$ cat config.mk
export PLATFORM = sky130hd
export DESIGN_NAME = pipe_field
export DESIGN_NICKNAME = d
export VERILOG_FILES = /design/src/rtl/flappy_pkg.sv /design/src/rtl/lfsr8.sv /design/src/rtl/pipe_field.sv
export SDC_FILE = /design/constraint.sdc
export NUM_CORES = 1
export LEC_CHECK = 0
export BUFFER_PORTS_ARGS = -buffer_cell sky130_fd_sc_hd__buf_2
export CORE_MARGIN = 1
export CORE_UTILIZATION = 30
export DETAILED_ROUTE_END_ITERATION = 10
export MAX_ROUTING_LAYER = met4
export PLACE_DENSITY = 0.53
export SLEW_MARGIN = 5
export SYNTH_ARGS = -nofsm -noshare
export SYNTH_HDL_FRONTEND = slang
export SYNTH_SLANG_ARGS = --single-unit
$ cat constraint.sdc
create_clock -name clk -period 8.45 [get_ports clk]
set_clock_uncertainty 0.05 [all_clocks]
set_input_delay 2.1125 -clock clk [delete_from_list [all_inputs] [get_ports clk]]
set_output_delay 2.1125 -clock clk [all_outputs]
set_load 0.01 [all_outputs]
$ cat src/rtl/flappy_pkg.sv
// Shared Flappy constants, FSM encoding, pipe record and the LFSR step function.
// Pipe and LFSR widths are sized for the 640x480 playfield.
package flappy_pkg;

  localparam int BIRD_X    = 160;
  localparam int BIRD_H    = 16;
  localparam int PIPE_W    = 40;
  localparam int GAP_H     = 120;
  localparam int SCREEN_W  = 640;
  localparam int SCREEN_H  = 480;
  localparam int GAP_MIN   = 80;
  localparam int GAP_RESET = 200;
  localparam int NUM_PIPES = 3;

  localparam logic [7:0] LFSR_SEED = 8'hB5;
  // Galois toggle mask for x^8+x^6+x^5+x^4+1 in right-shift form
  localparam logic [7:0] LFSR_MASK = 8'hB8;

  typedef enum logic [1:0] {
    ST_IDLE = 2'b00,
    ST_RUN  = 2'b01,
    ST_DEAD = 2'b10
  } state_e;

  typedef struct packed {
    logic [10:0] x;
    logic [8:0]  gap_lo;
  } pipe_t;

  typedef pipe_t [NUM_PIPES-1:0] pipes_t;

  function automatic logic [7:0] lfsr_next(input logic [7:0] s);
    return {1'b0, s[7:1]} ^ (s[0] ? LFSR_MASK : 8'h00);
  endfunction

endpackage

$ cat src/rtl/lfsr8.sv
// Free-running 8-bit maximal-length Galois LFSR, one step per clock.
// Seeded on synchronous reset; never reaches the all-zero state.
module lfsr8
  import flappy_pkg::*;
(
  input  logic       clk,
  input  logic       rst,
  output logic [7:0] out
);

  logic [7:0] lfsr_q;
  logic [7:0] lfsr_d;

  always_comb begin
    lfsr_d = lfsr_next(lfsr_q);
  end

  always_ff @(posedge clk) begin
    if (rst) begin
      lfsr_q <= LFSR_SEED;
    end else begin
      lfsr_q <= lfsr_d;
    end
  end

  assign out = lfsr_q;

endmodule

$ cat src/rtl/pipe_field.sv
// Three scrolling pipes, collision detection, score and the IDLE/RUN/DEAD game FSM.
// All outputs are registered; a flap rise or tick takes effect on the next clock edge.
module pipe_field
  import flappy_pkg::*;
#(
  parameter int SPEED   = 2,
  parameter int SPACING = 220
) (
  input  logic              clk,
  input  logic              rst,
  input  logic              tick,
  input  logic              flap,
  input  logic signed [9:0] bird_y,
  output logic [10:0]       pipe0_x,
  output logic [10:0]       pipe1_x,
  output logic [10:0]       pipe2_x,
  output logic [8:0]        pipe0_gap,
  output logic [8:0]        pipe1_gap,
  output logic [8:0]        pipe2_gap,
  output logic [7:0]        score,
  output logic [1:0]        state
);

  localparam logic [10:0] RESPAWN_X = 11'(3 * SPACING - SPEED);
  localparam logic [10:0] STEP_X    = 11'(SPEED);
  // A pipe whose left edge sits here has its right edge just crossing the bird
  localparam logic [10:0] SCORE_X   = 11'(BIRD_X - PIPE_W);
  localparam logic [8:0]  GAP_BASE  = 9'(GAP_MIN);

  localparam logic signed [12:0] BIRD_L = 13'(BIRD_X);
  localparam logic signed [12:0] BIRD_R = 13'(BIRD_X + BIRD_H - 1);
  localparam logic signed [12:0] PIPE_R = 13'(PIPE_W - 1);
  localparam logic signed [12:0] BIRD_T = 13'(BIRD_H - 1);
  localparam logic signed [12:0] GAP_T  = 13'(GAP_H);

  state_e      state_q, state_d;
  pipes_t      pipes_q, pipes_d;
  logic [7:0]  score_q, score_d;
  logic        flap_q;
  logic        flap_rise;
  logic        hit;
  logic [7:0]  lfsr;

  function automatic pipes_t init_pipes();
    pipes_t p;
    for (int i = 0; i < NUM_PIPES; i++) begin
      p[i].x      = 11'(SCREEN_W + i * SPACING);
      p[i].gap_lo = 9'(GAP_RESET);
    end
    return p;
  endfunction

  // Bird box overlaps the pipe columns and is not wholly inside the gap
  function automatic logic pipe_hit(input pipe_t p, input logic signed [9:0] by);
    logic signed [12:0] px;
    logic signed [12:0] y;
    logic signed [12:0] g;
    px = signed'({2'b00, p.x});
    y  = {{3{by[9]}}, by};
    g  = signed'({4'b0000, p.gap_lo});
    return (px <= BIRD_R) && (px + PIPE_R >= BIRD_L) &&
           ((y < g) || (y + BIRD_T > g + GAP_T));
  endfunction

  lfsr8 u_lfsr (
    .clk (clk),
    .rst (rst),
    .out (lfsr)
  );

  assign flap_rise = flap & ~flap_q;

  always_comb begin
    hit = (bird_y <= 10'sd0);
    for (int i = 0; i < NUM_PIPES; i++) begin
      hit = hit | pipe_hit(pipes_q[i], bird_y);
    end
  end

  always_comb begin
    state_d = state_q;
    pipes_d = pipes_q;
    score_d = score_q;
    case (state_q)
      ST_IDLE: begin
        if (flap_rise) begin
          state_d = ST_RUN;
        end
      end
      ST_RUN: begin
        if (tick) begin
          if (hit) begin
            state_d = ST_DEAD;
          end else begin
            for (int i = 0; i < NUM_PIPES; i++) begin
              if (pipes_q[i].x == SCORE_X && score_d != 8'hFF) begin
                score_d = score_d + 8'd1;
              end
              if (pipes_q[i].x == 11'd0) begin
                pipes_d[i].x      = RESPAWN_X;
                pipes_d[i].gap_lo = GAP_BASE + {1'b0, lfsr};
              end else begin
                pipes_d[i].x = pipes_q[i].x - STEP_X;
              end
            end
          end
        end
      end
      ST_DEAD: begin
        if (flap_rise) begin
          state_d = ST_IDLE;
          pipes_d = init_pipes();
          score_d = 8'd0;
        end
      end
      default: begin
        state_d = ST_IDLE;
      end
    endcase
  end

  always_ff @(posedge clk) begin
    if (rst) begin
      state_q <= ST_IDLE;
      pipes_q <= init_pipes();
      score_q <= 8'd0;
      flap_q  <= 1'b0;
    end else begin
      state_q <= state_d;
      pipes_q <= pipes_d;
      score_q <= score_d;
      flap_q  <= flap;
    end
  end

  assign pipe0_x   = pipes_q[0].x;
  assign pipe1_x   = pipes_q[1].x;
  assign pipe2_x   = pipes_q[2].x;
  assign pipe0_gap = pipes_q[0].gap_lo;
  assign pipe1_gap = pipes_q[1].gap_lo;
  assign pipe2_gap = pipes_q[2].gap_lo;
  assign score     = score_q;
  assign state     = state_q;

endmodule

==> results.yml, run 1 <==
timing:
  min_period_ns: 6.248
  period_share_pct: 73.94
  finalHoldViolCount: 0
  max_slew_margin_pct: 27.79
  setup_viol: 0
  rsz0062_at_grt: "false"
  tns_ns: 0
  max_clock_freq_ghz: 0.1600
  worstMarginPinSlew_ns: 1.076
  slew_viol_final: 0
  finalWorstSetupSlack_ns: 2.202
job:
  maxCapViolations: 0
global_route:
  grt_pass1_wl_um: 29770
  grt_pass1_vias: 5330
  grt_overflow: 0
  grt_max_degree: 50
  grt_use_total_pct: 17.99
  grt_antenna_before_repair: 0
place:
  port_buffers: 80
  dp.cells: 1089
  post-place-ws_ns: 1.883
  place_congestion: 0.9169
  dp_hpwl_um: 14310
power:
  total_power_uw: 888.5
  irDropWorstVdd_v: 0.00007040
  p_per_area_nw_per_um2: 123.3
  leakage_nw: 3.002
clock_network:
  cts_resized: 0
  cts_setup_buffers: 0
  ctsHoldBuffers: 0
  clock_path_buffers: 2
  worstSkewPairLatency_ns: 0.33
  clk_pin_slew_ns: 0.06
  clock-sinks: 76
  cts_buffers: 9
  cts_tree: "done"
  cts_root_buf: "clkbuf_16"
  ctsHtreeMaxLevel: 3
die:
  coreArea_um2: 20360
  ios: 84
  rows: 52
  die_y_um: 146.4
  die_x_um: 146.4
  initial_core_util_pct: 30.70
  dieArea_um2: 21420
logic_synthesis:
  synth_xor_area_share_pct: 6.484
  syn_inst: 760
  synthArstFlopShare_pct: 0
  yosysSeqAreaShare_pct: 24.33
  synth_cell_types: 82
  synth_top_family_by_area: "simple AND/OR/NAND/NOR gates"
  synth_edf_count: 0
  syn_area_per_cell_um2: 8.227
  synth_ff_type: "dfxtp_1"
  ys_warn_count: 0
  synth.area.mux_share_pct: 5.383
  syn_area_um2: 6252
  synthSimpleGateAreaFrac_pct: 26.16
  synth_compound_area_share_pct: 19.69
  synth_seq_cells: 76
  synth_fa_ha_area_share_pct: 12.77
critical_path:
  path_cells: "buf_2 > inv_1 > ha_1 > nor3b_2 > nor3_1 > xnor2_1 > ha_1 > nand4_1 > or4_1 > o311ai_1 > a311oi_1 > nor4_4 > a31oi_4 > a21oi_1 > mux2i_1"
  cpLargestDelayFamily: "compound AO/OA/AOI/OAI gates"
  r2r_end: "pipe2_gap[8]$_SDFFE_PP0P_"
  r2r_slack_ns: 3.92
  critPathSlowestCell: "a21oi_1"
  path_depth: 15
  cp-startpoint: "bird_y[0]"
  cp_max_fo: 25
  start_kind: "primary input"
  crit_end: "pipe2_gap[8]$_SDFFE_PP0P_"
  cp_common_cell: "ha_1"
  end_kind: "flop"
  path_buf_inv: 2
  cp_data_arrival_time_ns: 6.44
  timing.rr.start: "pipe1_gap[3]$_SDFFE_PP1P_"
  crit_required_ns: 8.64
  worstSetupPathType: "primary input to flop"
  worstRegToRegCells: 13
  cp_slowest_stage_delay_ns: 0.93
route:
  drcViolationCount: 0
  vias_per_cell: 5.295
  drt_iter0_drc: 273
  wire_per_inst_um: 16.65
  postRouteAntennaNets: 0
  drt_first_pass_iters: 5
  drt_wl_total_um: 18380
  vias: 5846
layout:
  postLayoutCoreUtil_pct: 35.38
  nets: 907
  layoutNonFillerInstCount: 1104
  area_growth_pct: 15.25
  drive_gt1_share_pct: 15.71
  antenna_cells: 0
min_path:
  whs_path_depth: 1
  hp-class: "flop to flop"
status:
  outcome: "finished, final reports clean"
[Yosys cell counts, drive strengths merged (8+ instances only)]
library cell | n | area share (%)
nand3b | 11 | 1.3
nand2 | 35 | 2.1
or3 | 19 | 1.9
nor3b | 10 | 1.3
xnor2 | 28 | 3.9
clkbuf | 19 | 1.1
a22o | 9 | 1.3
a21oi | 35 | 2.8
o21ai | 41 | 3.3
nor3 | 24 | 2.0
nor4 | 9 | 1.2
dfxtp | 76 | 24
o211ai | 8 | 0.96
nor2b | 12 | 1.2
nand2b | 22 | 2.2
nor2 | 70 | 4.2
a21o | 8 | 0.96
nand3 | 24 | 1.9
or2 | 11 | 1.1
xor2 | 11 | 1.8
ha | 63 | 13
o21a | 18 | 2.2
inv | 46 | 2.8
a31oi | 10 | 1.1
mux2i | 28 | 4.5
nand4 | 10 | 1.0
buf | 12 | 1.2
[worst reg2reg max path: stages, from the launching register on]
cell      delay, ns
dfxtp_1        0.48
inv_1          0.15
ha_1           0.25
nor3b_1        0.16
or3_1          0.34
ha_1           0.30
nand4_1        0.08
or4_1          0.50
o311ai_1       0.10
a311oi_1       0.12
nor4_4         0.36
a31oi_4        0.33
a21oi_1        0.93
mux2i_1        0.30
[per-stage QoR]
stage / hold slack (ns) / area, um2
CTS: 0.3913 / 7206
detailed placement: 0.3782 / 6920
global placement: 0.3735 / 6920
global route: 0.4086 / 7206
finish: 0.3870 / 7206
floorplan: 0.3676 / 6260
[cells by family after synthesis]
| group | Yosys count |
|---|---|
| and+or+nand+nor | 292 |
| xor gates and xnor gates | 41 |
| AOI/OAI and AO/OA | 176 |
| DFF | 76 |
| other | 1 |
| adders and majority gates | 64 |
| buffers and inverters | 77 |
| muxes | 33 |
[flip-flops by register name (all words and copies together), names as in the netlist]
signal	cells
pipe1_gap	9
u_lfsr.out	8
pipe2_x	10
pipe2_gap	9
state	2
flap_q	1
score	8
pipe1_x	10
pipe0_gap	9
pipe0_x	10
[area by class of cell]
| cell class | count | area (um2) |
|---|---|---|
| Fill cell | 2146 | 13160 |
| Multi-Input combinational cell | 609 | 4428 |
| Sequential cell | 76 | 1521 |
| Timing Repair Buffer | 88 | 460.4 |
| Tap cell | 270 | 337.8 |
| Clock buffer | 13 | 250.2 |
| Inverter | 46 | 172.7 |
| Clock inverter | 2 | 35.03 |
[metal layers]
metal	share of wire, %	GRT usage, %
met5	0	-
met4	1.6	5.104
met3	5.1	2.000
met2	45	26.88
met1	48	25.37
[worst min path at each step]
stage          slack (ns)                      from                       end
6_report             0.39  u_lfsr.out[3]$_SDFF_PP0_  u_lfsr.out[2]$_SDFF_PP1_
5_1_grt              0.41  pipe1_x[10]$_SDFFE_PP0P_  pipe1_x[10]$_SDFFE_PP0P_
4_1_cts              0.39  u_lfsr.out[3]$_SDFF_PP0_  u_lfsr.out[2]$_SDFF_PP1_
3_5_place_dp         0.38  u_lfsr.out[3]$_SDFF_PP0_  u_lfsr.out[2]$_SDFF_PP1_
3_3_place_gp         0.37  u_lfsr.out[3]$_SDFF_PP0_  u_lfsr.out[2]$_SDFF_PP1_
2_1_floorplan        0.37  u_lfsr.out[1]$_SDFF_PP0_  u_lfsr.out[0]$_SDFF_PP1_
[layout by cell type (no fill, tap or decap), drive strengths merged, types with 22 or more instances in the layout]
cell / count
nand3: 24
xnor2: 28
nor3: 24
o21ai: 41
buf: 88
a21oi: 35
nor2: 70
nand2: 35
dfxtp: 76
mux2i: 28
ha: 63
nand2b: 22
inv: 46
[power by group]
part / total, mW / internal, mW / switching (mW)
Combinational: 0.134 / 0.0549 / 0.0790
Sequential: 0.377 / 0.366 / 0.0105
Clock: 0.378 / 0.235 / 0.143
Note: power is estimated with default switching activity, not from simulation.
==> inputs of run 2 (changes only) <==
Clock period 8.45 ns to 6.55 ns, I/O delays scaled along.
==> results.yml, run 2 (same netlist as run 1, synthesis figures left out) <==
place:
  port_buffers: 80
  dp_hpwl_um: 14090
  place_congestion: 0.9086
  post_dp_cell_area_um2: 6928
  dp.cells: 1090
layout:
  layout_commonest_cell: "buf_2"
  nets: 908
  area_growth_pct: 15.33
  layout_common_cells: "buf_2, dfxtp_1, nor2_1"
  drive_gt1_share_pct: 16.27
  antenna_cells: 0
  layoutNonFillerInstCount: 1106
  postLayoutCellArea_um2: 7211
power:
  total_power_mw: 1.131
  leakage_nw: 3.002
  p_per_area_nw_per_um2: 156.9
  irDropWorstVdd_v: 0.0001475
min_path:
  hp-class: "flop to flop"
  whs_path_depth: 2
global_route:
  grt_pass1_vias: 5601
  grt_use_total_pct: 17.90
  grt_pass1_wl_um: 29880
  grt_overflow: 0
  grt_antenna_before_repair: 1
  grt_max_degree: 45
clock_network:
  clk_pin_slew_ns: 0.06
  cts_tree: "done"
  ctsHoldBuffers: 0
  cts_resized: 0
  ctsHtreeMaxLevel: 3
  worstSkewPairLatency_ns: 0.34
  cts_root_buf: "clkbuf_16"
  cts_setup_buffers: 0
  clock-sinks: 76
  cts_buffers: 9
  clock_path_buffers: 2
timing:
  rsz0062_at_grt: "false"
  setup_viol: 0
  finalHoldViolCount: 0
  worstMarginPinSlew_ns: 1.053
  min_period_ns: 5.558
  slew_viol_final: 0
  tns_ns: 0
  period_share_pct: 84.85
  max_slew_margin_pct: 29.21
  max_clock_freq_ghz: 0.1799
critical_path:
  worstRegToRegCells: 13
  critPathSlowestCell: "a31oi_4"
  path_cells: "buf_2 > inv_1 > ha_1 > nor3b_2 > nor3_1 > xnor2_1 > ha_1 > nand4_1 > or4_1 > o311ai_1 > a311oi_1 > nor4_4 > a31oi_4 > buf_4 > nor2_1 > o32a_1"
  path_depth: 16
  start_kind: "primary input"
  path_buf_inv: 3
  end_kind: "flop"
  cp_slowest_stage_delay_ns: 0.89
  cp_common_cell: "ha_1"
  worstSetupPathType: "primary input to flop"
  cp_data_arrival_time_ns: 5.73
  cp_max_fo: 40
  cpLargestDelayFamily: "compound AO/OA/AOI/OAI gates"
  crit_required_ns: 6.73
die:
  ios: 84
  die_y_um: 146.4
  coreArea_um2: 20360
  rows: 52
  initial_core_util_pct: 30.70
  dieArea_um2: 21420
  die_x_um: 146.4
route:
  vias_per_cell: 5.291
  postRouteAntennaNets: 0
  wire_per_inst_um: 16.65
  drcViolationCount: 0
  drt_wl_total_um: 18420
  drt_first_pass_iters: 5
  vias: 5852
  drt_iter0_drc: 323
status:
  outcome: "finished, final reports clean"
job:
  maxCapViolations: 0
run 2: cell types whose count changed in the layout (fill, tap and decap cells not counted):
cell / before / now
inv_8: 0 / 1
clkinv_4: 0 / 1
inv_6: 0 / 2
buf_4: 8 / 9
clkbuf_8: 1 / 0
clkbuf_1: 3 / 0
clkinvlp_4: 0 / 2
bufinv_16: 1 / 0
run 2: worst reg2reg max path, delay by kind of cell, from the launching register on:
| family | cells | cell delay [ns] |
|---|---|---|
| AO/OA/AOI/OAI | 5 | 1.23 |
| XOR/XNOR | 1 | 0.28 |
| adder cells (fa/ha/maj) | 2 | 0.59 |
| flip-flops | 1 | 0.39 |
| multiplexers | 2 | 0.71 |
| AND/OR/NAND/NOR | 3 | 1.00 |
run 2: area by class of cell:
type                    count  area (um2)
clock buffers               9       225.2
clock inverters             7       57.56
fillers                  2145       13150
inverters                  46       172.7
multi-input cells         609        4428
flip-flops and latches     76        1521
well taps                 270       337.8
repair buffers             89       467.9
run 2: path summary, 6_finish.rpt:
path / startpoint / end / slack (ns)
hold reg to reg: pipe1_x[10]$_SDFFE_PP0P_ / pipe1_x[10]$_SDFFE_PP0P_ / 0.40
setup reg to reg: pipe0_x[1]$_SDFFE_PP0P_ / score[1]$_SDFFE_PP0P_ / 2.19
setup / recovery: bird_y[0] / pipe1_x[4]$_SDFFE_PP1P_ / 0.99
hold / removal: pipe1_x[10]$_SDFFE_PP0P_ / pipe1_x[10]$_SDFFE_PP0P_ / 0.40
run 2: power by group:
part           switching [mW]  internal [mW]  total, mW  leakage (nW)
registers              0.0142          0.472      0.486         0.617
clock network           0.210          0.262      0.472         0.134
logic                   0.102         0.0710      0.173          2.25
run 2: layer usage:
metal | up-vias | GRT usage [%] | wire length [um]
li1 | 2932 | - | -
met1 | 2781 | 23.93 | 9046
met2 | 119 | 28.38 | 8369
met3 | 20 | 2.469 | 731
met4 | 0 | 4.323 | 269
met5 | - | - | 0
run 2: metrics by stage:
step / worst slack, ns / util, % / hold slack (ns)
3_5_place_dp: 0.6076 / 34.02 / 0.3801
4_1_cts: 0.9812 / 35.41 / 0.3992
2_1_floorplan: 1.781 / - / 0.3676
3_3_place_gp: 0.6673 / 34.02 / 0.3809
6_report: 0.9921 / 35.41 / 0.3977
5_1_grt: 0.6186 / 35.41 / 0.4241
==> inputs of run 3 (changes only) <==
Clock period 6.55 ns to 5.35 ns, I/O delays scaled along.
==> results.yml, run 3 (same netlist as run 1, synthesis figures left out) <==
critical_path:
  start_kind: "primary input"
  worstSetupPathType: "primary input to flop"
  cp_data_arrival_time_ns: 5.18
  end_kind: "flop"
  worstRegToRegCells: 14
  cp_max_fo: 20
  crit_required_ns: 5.57
die:
  coreArea_um2: 20360
  die_y_um: 146.4
  rows: 52
  dieArea_um2: 21420
  ios: 84
  initial_core_util_pct: 30.70
  die_x_um: 146.4
clock_network:
  cts_resized: 0
  cts_buffers: 9
  clk_pin_slew_ns: 0.06
  cts_setup_buffers: 0
  ctsHoldBuffers: 0
  cts_root_buf: "clkbuf_16"
  cts_tree: "done"
  worstSkewPairLatency_ns: 0.34
  clock_path_buffers: 2
  ctsHtreeMaxLevel: 3
  clock-sinks: 76
layout:
  fill_cells: 2170
  area_growth_pct: 16.45
  seqCellArea_um2: 1521
  layout_common_cells: "buf_2, dfxtp_1, nor2_1"
  multi_input_area_um2: 4428
  antenna_cells: 0
  postLayoutCellArea_um2: 7281
  layout_commonest_cell: "buf_2"
  nets: 916
  drive_gt1_share_pct: 16.84
timing:
  max_clock_freq_ghz: 0.2017
  min_period_ns: 4.958
  max_slew_margin_pct: 31.34
  finalHoldViolCount: 0
  finalWorstSetupSlack_ns: 0.3916
  setup_viol: 0
  tns_ns: 0
  period_share_pct: 92.68
  rsz0062_at_grt: "false"
  worstMarginPinSlew_ns: 1.020
  slew_viol_final: 0
global_route:
  grt_use_total_pct: 18.24
  grt_pass1_vias: 5516
  grt_max_degree: 51
  grt_antenna_before_repair: 0
  grt_pass1_wl_um: 30170
  grt_overflow: 0
status:
  outcome: "finished, final reports clean"
min_path:
  whs_path_depth: 1
  hp-class: "flop to flop"
power:
  irDropWorstVdd_v: 0.0001110
  leakage_nw: 3.043
  p_per_area_nw_per_um2: 195.1
place:
  port_buffers: 80
  post_dp_cell_area_um2: 6988
  dp_hpwl_um: 14850
  post-place-ws_ns: 0.09260
  place_congestion: 0.9180
job:
  maxCapViolations: 0
route:
  vias: 5915
  drt_first_pass_iters: 5
  vias_per_cell: 5.314
  postRouteAntennaNets: 0
  wire_per_inst_um: 17.02
  drcViolationCount: 0
  drt_iter0_drc: 327
  drt_wl_total_um: 18940
-- run 3: layout make-up --
type / instances / share of cell area, %
Clock buffer: 11 / 3.334
Clock inverter: 4 / 0.6874
Inverter: 46 / 2.372
Multi-Input combinational cell: 609 / 60.82
Sequential cell: 76 / 20.90
Tap cell: 270 / 4.640
Timing Repair Buffer: 97 / 7.252
-- run 3: where the power goes --
part,switching [mW],internal (mW),leakage (nW),total (mW)
combinational,0.126,0.0910,2.29,0.217
sequential,0.0166,0.578,0.617,0.595
clock,0.238,0.371,0.138,0.609
total,0.381,1.04,3.04,1.42
-- run 3: path summary, 6_finish.rpt --
| path | start | endpoint | slack (ns) |
|---|---|---|---|
| worst max-delay path | bird_y[0] | pipe2_x[3]$_SDFFE_PP1P_ | 0.39 |
| worst min-delay path | u_lfsr.out[3]$_SDFF_PP0_ | u_lfsr.out[2]$_SDFF_PP1_ | 0.39 |
| worst max register to register | pipe0_x[2]$_SDFFE_PP0P_ | score[0]$_SDFFE_PP0P_ | 1.00 |
| worst min register to register | u_lfsr.out[3]$_SDFF_PP0_ | u_lfsr.out[2]$_SDFF_PP1_ | 0.39 |
-- run 3: metrics by stage --
| stage | power (mW) | utilization, % | hold slack [ns] | std cells |
|---|---|---|---|---|
| global route | 1.481 | 35.75 | 0.4225 | 1113 |
| CTS | 1.433 | 35.75 | 0.3907 | 1113 |
| global placement | 0.8239 | 34.31 | 0.3748 | 1098 |
| detailed placement | 0.8230 | 34.31 | 0.3765 | 1098 |
| floorplan | 0.7519 | - | 0.3676 | 762 |
| finish | 1.420 | 35.75 | 0.3887 | 1113 |
-- run 3: layer usage --
metal | GRT usage (%) | share of wire [%]
met1 | 24.62 | 49
met2 | 28.55 | 46
met3 | 2.438 | 4.3
met4 | 4.688 | 1.4
met5 | - | 0
-- run 3: worst max-delay path, stage by stage --
cell      delay [ns]
buf_2           0.16
inv_1           0.17
ha_1            0.21
nor3b_2         0.36
nor3_1          0.12
xnor2_1         0.36
ha_1            0.22
nand4_1         0.08
or4_1           0.52
o311ai_1        0.11
a311oi_1        0.12
nor4_4          0.32
a31oi_4         0.27
buf_4           0.27
or4_1           0.46
nand3_1         0.09
